File: config.mk
export PLATFORM = sky130hd
export DESIGN_NAME = regfile_flat
export DESIGN_NICKNAME = d
export VERILOG_FILES = /design/src/rtl/regfile_if.sv /design/src/rtl/regfile.sv /design/src/flat_wrapper.sv
export SDC_FILE = /design/constraint.sdc
export NUM_CORES = 2
export LEC_CHECK = 0
export CORE_ASPECT_RATIO = 0.5
export CORE_MARGIN = 4
export CORE_UTILIZATION = 25
export DETAILED_ROUTE_END_ITERATION = 6
export REMOVE_ABC_BUFFERS = 1
export SLEW_MARGIN = 20
export SYNTH_ARGS = -nofsm -noshare
export SYNTH_HDL_FRONTEND = slang
export SYNTH_SLANG_ARGS = --single-unit
File: constraint.sdc
create_clock -name clk -period 14.1 [get_ports clk]
set_clock_uncertainty 0.15 [all_clocks]
set_input_delay 2.115 -clock clk [delete_from_list [all_inputs] [get_ports clk]]
set_output_delay 2.115 -clock clk [all_outputs]
set_load 0.1 [all_outputs]
File: src/rtl/regfile_if.sv
// regfile_if: debug access port of the register file (bench/JTAG load and dump).
//   dbg_req_i    requester -> regfile  access request, held high until ack
//   dbg_we_i     requester -> regfile  1 = write, 0 = read, stable while req is high
//   dbg_addr_i   requester -> regfile  register address
//   dbg_wdata_i  requester -> regfile  write data
//   dbg_ack_o    regfile -> requester  one-cycle completion pulse
//   dbg_rdata_o  regfile -> requester  read data, valid with ack, held until the next ack
// Signal suffixes are taken from the regfile's point of view.
interface regfile_if #(
  parameter int DATA_W = 32
);
  logic              dbg_req_i;
  logic              dbg_we_i;
  logic [4:0]        dbg_addr_i;
  logic [DATA_W-1:0] dbg_wdata_i;
  logic              dbg_ack_o;
  logic [DATA_W-1:0] dbg_rdata_o;

  modport master (
    output dbg_req_i,
    output dbg_we_i,
    output dbg_addr_i,
    output dbg_wdata_i,
    input  dbg_ack_o,
    input  dbg_rdata_o
  );

  modport slave (
    input  dbg_req_i,
    input  dbg_we_i,
    input  dbg_addr_i,
    input  dbg_wdata_i,
    output dbg_ack_o,
    output dbg_rdata_o
  );
endinterface

File: src/rtl/regfile.sv
// regfile: integer register file x0..x31 with two combinational read ports,
// one synchronous write-back port with same-cycle forwarding, a post-reset
// clear sequencer and a req/ack debug port.
//   clk, rst                    clock, asynchronous active-high reset
//   reg1_raddr_i/reg1_rdata_o   rs1 read port
//   reg2_raddr_i/reg2_rdata_o   rs2 read port
//   reg_waddr_i/reg_wdata_i/reg_wen_i  write-back from ex
//   init_busy_o                 high while the clear sequence runs
//   dbg                         debug access port (regfile_if.slave)
module regfile #(
  parameter int NUM_REGS = 32,
  parameter int DATA_W   = 32
) (
  input  logic              clk,
  input  logic              rst,
  input  logic [4:0]        reg1_raddr_i,
  input  logic [4:0]        reg2_raddr_i,
  output logic [DATA_W-1:0] reg1_rdata_o,
  output logic [DATA_W-1:0] reg2_rdata_o,
  input  logic [4:0]        reg_waddr_i,
  input  logic [DATA_W-1:0] reg_wdata_i,
  input  logic              reg_wen_i,
  output logic              init_busy_o,
  regfile_if.slave          dbg
);

  localparam logic [4:0] LAST_REG = 5'(NUM_REGS - 1);

  typedef enum logic [1:0] {
    INIT,
    IDLE,
    ACK
  } state_e;

  state_e            state_q, state_d;
  logic [4:0]        clrCnt_q, clrCnt_d;
  logic [DATA_W-1:0] dbgRdata_q, dbgRdata_d;
  logic [DATA_W-1:0] regs_q [NUM_REGS];

  logic              pipeWrite;
  logic              regWe;
  logic [4:0]        regWaddr;
  logic [DATA_W-1:0] regWdata;

  // A write-back to x0 is not a real write, so it neither updates the array
  // nor blocks a debug access.
  assign pipeWrite = reg_wen_i && (reg_waddr_i != 5'd0);

  always_ff @(posedge clk or posedge rst) begin
    if (rst) begin
      state_q    <= INIT;
      clrCnt_q   <= 5'd1;
      dbgRdata_q <= '0;
    end else begin
      state_q    <= state_d;
      clrCnt_q   <= clrCnt_d;
      dbgRdata_q <= dbgRdata_d;
    end
  end

  // Next state plus the single array write port, shared by the clear
  // sequencer, the pipeline and the debug port. The pipeline wins over debug.
  always_comb begin
    state_d    = state_q;
    clrCnt_d   = clrCnt_q;
    dbgRdata_d = dbgRdata_q;
    regWe      = 1'b0;
    regWaddr   = reg_waddr_i;
    regWdata   = reg_wdata_i;
    case (state_q)
      INIT: begin
        regWe    = 1'b1;
        regWaddr = clrCnt_q;
        regWdata = '0;
        clrCnt_d = clrCnt_q + 5'd1;
        if (clrCnt_q == LAST_REG) begin
          state_d = IDLE;
        end
      end
      IDLE: begin
        if (pipeWrite) begin
          regWe = 1'b1;
        end else if (dbg.dbg_req_i) begin
          state_d = ACK;
          if (dbg.dbg_we_i) begin
            regWe    = (dbg.dbg_addr_i != 5'd0);
            regWaddr = dbg.dbg_addr_i;
            regWdata = dbg.dbg_wdata_i;
          end else begin
            dbgRdata_d = (dbg.dbg_addr_i == 5'd0) ? '0 : regs_q[dbg.dbg_addr_i];
          end
        end
      end
      ACK: begin
        state_d = IDLE;
        regWe   = pipeWrite;
      end
      default: begin
        state_d = INIT;
      end
    endcase
  end

  // The array has no reset; the clear sequencer zeroes it after reset.
  always_ff @(posedge clk) begin
    if (regWe) begin
      regs_q[regWaddr] <= regWdata;
    end
  end

  always_comb begin
    reg1_rdata_o = regs_q[reg1_raddr_i];
    if (state_q == INIT || reg1_raddr_i == 5'd0) begin
      reg1_rdata_o = '0;
    end else if (reg_wen_i && reg_waddr_i == reg1_raddr_i) begin
      reg1_rdata_o = reg_wdata_i;
    end
  end

  always_comb begin
    reg2_rdata_o = regs_q[reg2_raddr_i];
    if (state_q == INIT || reg2_raddr_i == 5'd0) begin
      reg2_rdata_o = '0;
    end else if (reg_wen_i && reg_waddr_i == reg2_raddr_i) begin
      reg2_rdata_o = reg_wdata_i;
    end
  end

  assign init_busy_o     = (state_q == INIT);
  assign dbg.dbg_ack_o   = (state_q == ACK);
  assign dbg.dbg_rdata_o = dbgRdata_q;

endmodule

File: src/flat_wrapper.sv
// flat-port wrapper written by rule: the top's interface ports become plain ports
module regfile_flat 
#(
  parameter int NUM_REGS = 32,
  parameter int DATA_W   = 32
)
  (clk, rst, reg1_raddr_i, reg2_raddr_i, reg1_rdata_o, reg2_rdata_o, reg_waddr_i, reg_wdata_i, reg_wen_i, init_busy_o, dbg_dbg_req_i, dbg_dbg_we_i, dbg_dbg_addr_i, dbg_dbg_wdata_i, dbg_dbg_ack_o, dbg_dbg_rdata_o);
  regfile_if #(.DATA_W(DATA_W)) dbg_i ();
  input  logic clk;
  input  logic rst;
  input  logic [4:0] reg1_raddr_i;
  input  logic [4:0] reg2_raddr_i;
  output logic [DATA_W-1:0] reg1_rdata_o;
  output logic [DATA_W-1:0] reg2_rdata_o;
  input  logic [4:0] reg_waddr_i;
  input  logic [DATA_W-1:0] reg_wdata_i;
  input  logic reg_wen_i;
  output logic init_busy_o;
  input wire logic [$bits(dbg_i.dbg_req_i)-1:0] dbg_dbg_req_i;
  input wire logic [$bits(dbg_i.dbg_we_i)-1:0] dbg_dbg_we_i;
  input wire logic [$bits(dbg_i.dbg_addr_i)-1:0] dbg_dbg_addr_i;
  input wire logic [$bits(dbg_i.dbg_wdata_i)-1:0] dbg_dbg_wdata_i;
  output wire logic [$bits(dbg_i.dbg_ack_o)-1:0] dbg_dbg_ack_o;
  output wire logic [$bits(dbg_i.dbg_rdata_o)-1:0] dbg_dbg_rdata_o;
  assign dbg_i.dbg_req_i = dbg_dbg_req_i;
  assign dbg_i.dbg_we_i = dbg_dbg_we_i;
  assign dbg_i.dbg_addr_i = dbg_dbg_addr_i;
  assign dbg_i.dbg_wdata_i = dbg_dbg_wdata_i;
  assign dbg_dbg_ack_o = dbg_i.dbg_ack_o;
  assign dbg_dbg_rdata_o = dbg_i.dbg_rdata_o;
  regfile #(.NUM_REGS(NUM_REGS), .DATA_W(DATA_W)) u_core (.clk(clk), .rst(rst), .reg1_raddr_i(reg1_raddr_i), .reg2_raddr_i(reg2_raddr_i), .reg1_rdata_o(reg1_rdata_o), .reg2_rdata_o(reg2_rdata_o), .reg_waddr_i(reg_waddr_i), .reg_wdata_i(reg_wdata_i), .reg_wen_i(reg_wen_i), .init_busy_o(init_busy_o), .dbg(dbg_i));
endmodule
==> out/results.txt <==
Reg clk slew, reported paths -> 0.06 ns
Hold crit path type -> flip-flop to flip-flop
Worst-path cell chain -> clkdlybuf4s50_1, or2_2, buf_4, o41ai_1, nor2_4, buf_4, a221o_1, clkdlybuf4s50_1
Mapped Area -> 57800 um^2
HP Start -> u_core.dbg.dbg_rdata_o[16]
Place WS -> 4.83 ns
DR vias -> 41800
Core Region -> 229000 um^2
Internal reg-to-reg setup slack -> 9.22 ns
Leading cell types in the layout, fill and taps excluded -> edfxtp_1, mux4_2, mux2i_1
Ports -> 187
Ys async rst share -> 3.67%
Vias in the first global route -> 41200
Max transition margin -> 14.7%
Drc violations -> 0
CP endpoint kind -> output pin
Total of fill cells in the finished design -> 22500
Area leader, netlist -> edfxtp_1
Reg2Reg Launch Point -> u_core.state_q[1]
Leak -> 21.3 nW
VDD IR max -> 0.142 mV
Worst EP arrival -> 7.01 ns
Congestion Overflow GR -> 0
Largest stage delay on the critical path -> 1.21 ns
Fmax -> 108 MHz
Crit path max fanout -> 31
Initial antenna violation count -> 10
CTS tree -> built
Internal Pwr Total -> 6.94 mW
Pin count of the biggest net entering global routing -> 88
Kind of start point of the critical path -> input port
Share of Yosys cell area claimed by the top area cell type -> 53.2%
Slew Viols, Final -> 0
Sequential Power Share -> 40.9%
Setup WS post-layout -> 4.82 ns
WP data required -> 11.84 ns
Nets@finish -> 3704
Tmin final -> 9.28 ns
Delay-heaviest family, CP -> buffers and inverters
Post-DRT Antenna Nets -> 0
DP Wirelength -> 132000 um
Setup Buffers After CTS -> 0
Post-synthesis sequential area ratio -> 54.9%
CP bufs+invs -> 4
Gpl congestion -> 0.878
Power per cell area -> 163 nW/um^2
# hold bufs at CTS -> 0
Die Footprint -> 239000 um^2
Most common cell after layout, fill and taps aside -> edfxtp_1
RSZ-0062 raised after global routing -> no
# setup viols final -> 0
Clock network fraction of total power -> 28.2%
Setup CP Type -> input port to output pin
Combinational power share -> 30.9%
Share of cells above drive strength 1 -> 29.3%
Dominant cells by area after synthesis -> edfxtp_1, mux4_2, mux2i_1, a22oi_1, mux2_2
Cells after synthesis -> 3506
Post-synth EDFFs -> 1024
Final Total Pwr -> 11.0 mW
Total GRT Usage -> 19.2%
CTS sink count -> 1063
Initial drt markers -> 8026
Switching part of the total -> 37.0%
Initial Utilization -> 25.2%
Core Rows -> 124
Post-CTS Resized -> 0
CTS buffer count -> 118
Crit path launch -> reg2_raddr_i[2]
Status -> finished, final reports clean
Least-Margin Pin Slew -> 1.28 ns
Syn Area/Cell -> 16.5 um^2
Drt first pass iters -> 6
Setup TNS -> 0 ns
Chip Height -> 348 um
First-pass GRT wire length -> 327000 um
Unique masters post-synth -> 54
Final Hold Viols -> 0
Input/output buffers -> 186
Wirelength per Cell -> 35.2 um
Net Sw Power -> 4.08 mW
Die X-Extent -> 688 um
Clock Latency Late Sink -> 0.72 ns
Most common flop cell mapped by yosys -> edfxtp_1
CTS root buf -> clkbuf_16
Final Cycle Share -> 65.8%
Max Cap Violations -> 0
Synth Warn # -> 0
Number of synthesized register bits -> 1063
Slowest cell on crit path -> clkdlybuf4s50_1
Layout area overhead -> 16.8%
Clock buffer depth -> 3
Via-to-Cell Ratio -> 6.15
H-tree depth -> 3
DRT Wirelength -> 239000 um
[sequential cells by signal (all words and copies together), names as in the netlist]
name	cells
u_core.state_q	2
u_core.clrCnt_q	5
u_core.regs_q	1024
u_core.dbg.dbg_rdata_o	32
[per-stage QoR]
| step | cell area, um^2 | util, % | instances | hold slack (ns) |
|---|---|---|---|---|
| floorplan | 56400 | - | 3181 | 0.310 |
| global placement | 63500 | 27.7 | 6575 | 0.332 |
| detailed placement | 63500 | 27.7 | 6576 | 0.333 |
| CTS | 67300 | 29.4 | 6794 | 0.350 |
| global route | 67400 | 29.4 | 6799 | 0.382 |
| finish | 67400 | 29.4 | 6801 | 0.345 |
[layer usage]
metal | part of all wire [%] | up-vias | track usage (%)
li1 | - | 15500 | -
met1 | 34 | 21700 | 23.7
met2 | 45 | 3856 | 29.5
met3 | 14 | 835 | 5.01
met4 | 7.4 | 0 | 13.0
met5 | 0 | - | 0
[cell type report]
| cell class | instances | area, um^2 | area share [%] |
|---|---|---|---|
| Antenna cell | 3 | 7.51 | 0.0111 |
| Sequential cell | 1063 | 31700 | 47.0 |
| Tap cell | 3087 | 3860 | 5.73 |
| Timing Repair Buffer | 312 | 2940 | 4.36 |
| Multi-Input combinational cell | 2111 | 25000 | 37.1 |
| Clock buffer | 161 | 3300 | 4.89 |
| Inverter | 7 | 27.5 | 0.0408 |
| Clock inverter | 57 | 539 | 0.800 |
[cell usage after synthesis (all sizes together) (4+ instances only)]
master     n
dfrtp     38
buf      142
a21oi    133
o22ai     30
a221o     77
nand2b     9
nand2     59
nor2b     17
and3       5
and2       7
nor3       8
mux2i    288
xnor2      5
a211oi     6
a21boi    13
xor2       8
or2        7
clkbuf   183
mux4     581
edfxtp  1024
a22oi    197
o21ai    184
nand3     10
a31oi     17
mux2     118
nor2     101
o211ai    14
nor4       4
a22o      41
o221ai    45
inv        5
a221oi   101
[worst reg2reg max path, cell delays in order, from the launching register on]
cell,delay [ns]
dfrtp_1,0.34
buf_4,0.39
nand2b_1,0.22
nor2_1,0.09
and2_2,0.21
a222oi_1,0.57
nand3_1,0.74
nor2_4,1.02
buf_4,0.70
[logic make-up (layout without fill, tap and decap cells)]
logic type	count (synthesis)	count (layout)	synth area share (%)
buffers and inverters	332	537	2.40
AND/OR/NAND/NOR	239	239	1.89
XOR/XNOR	13	13	0.197
flip-flops	1063	1063	54.9
other	0	3	0
AO/OA/AOI/OAI	870	870	10.6
adder cells (fa/ha/maj)	2	2	0.0433
multiplexers	987	987	29.9
[final timing paths]
kind                       cells past startpoint                          to
max in group asynchronous                      3  u_core.dbg.dbg_rdata_o[28]
min                                            2  u_core.dbg.dbg_rdata_o[16]
max reg2reg                                    8        u_core.regs_q[5][27]
min reg2reg                                    2  u_core.dbg.dbg_rdata_o[16]
max                                            8            reg2_rdata_o[22]
min in group asynchronous                      3  u_core.dbg.dbg_rdata_o[10]
[power groups by stage]
stage	clock [mW]	combinational [mW]	sequential (mW)
after detailed placement	0	3.30	4.55
final	3.11	3.40	4.51
after CTS	3.11	3.31	4.49
after global placement	0	3.27	4.51
after floorplan	0	1.63	4.73
after global routing	3.27	3.44	4.54
Power figures use the tool's default switching activity.
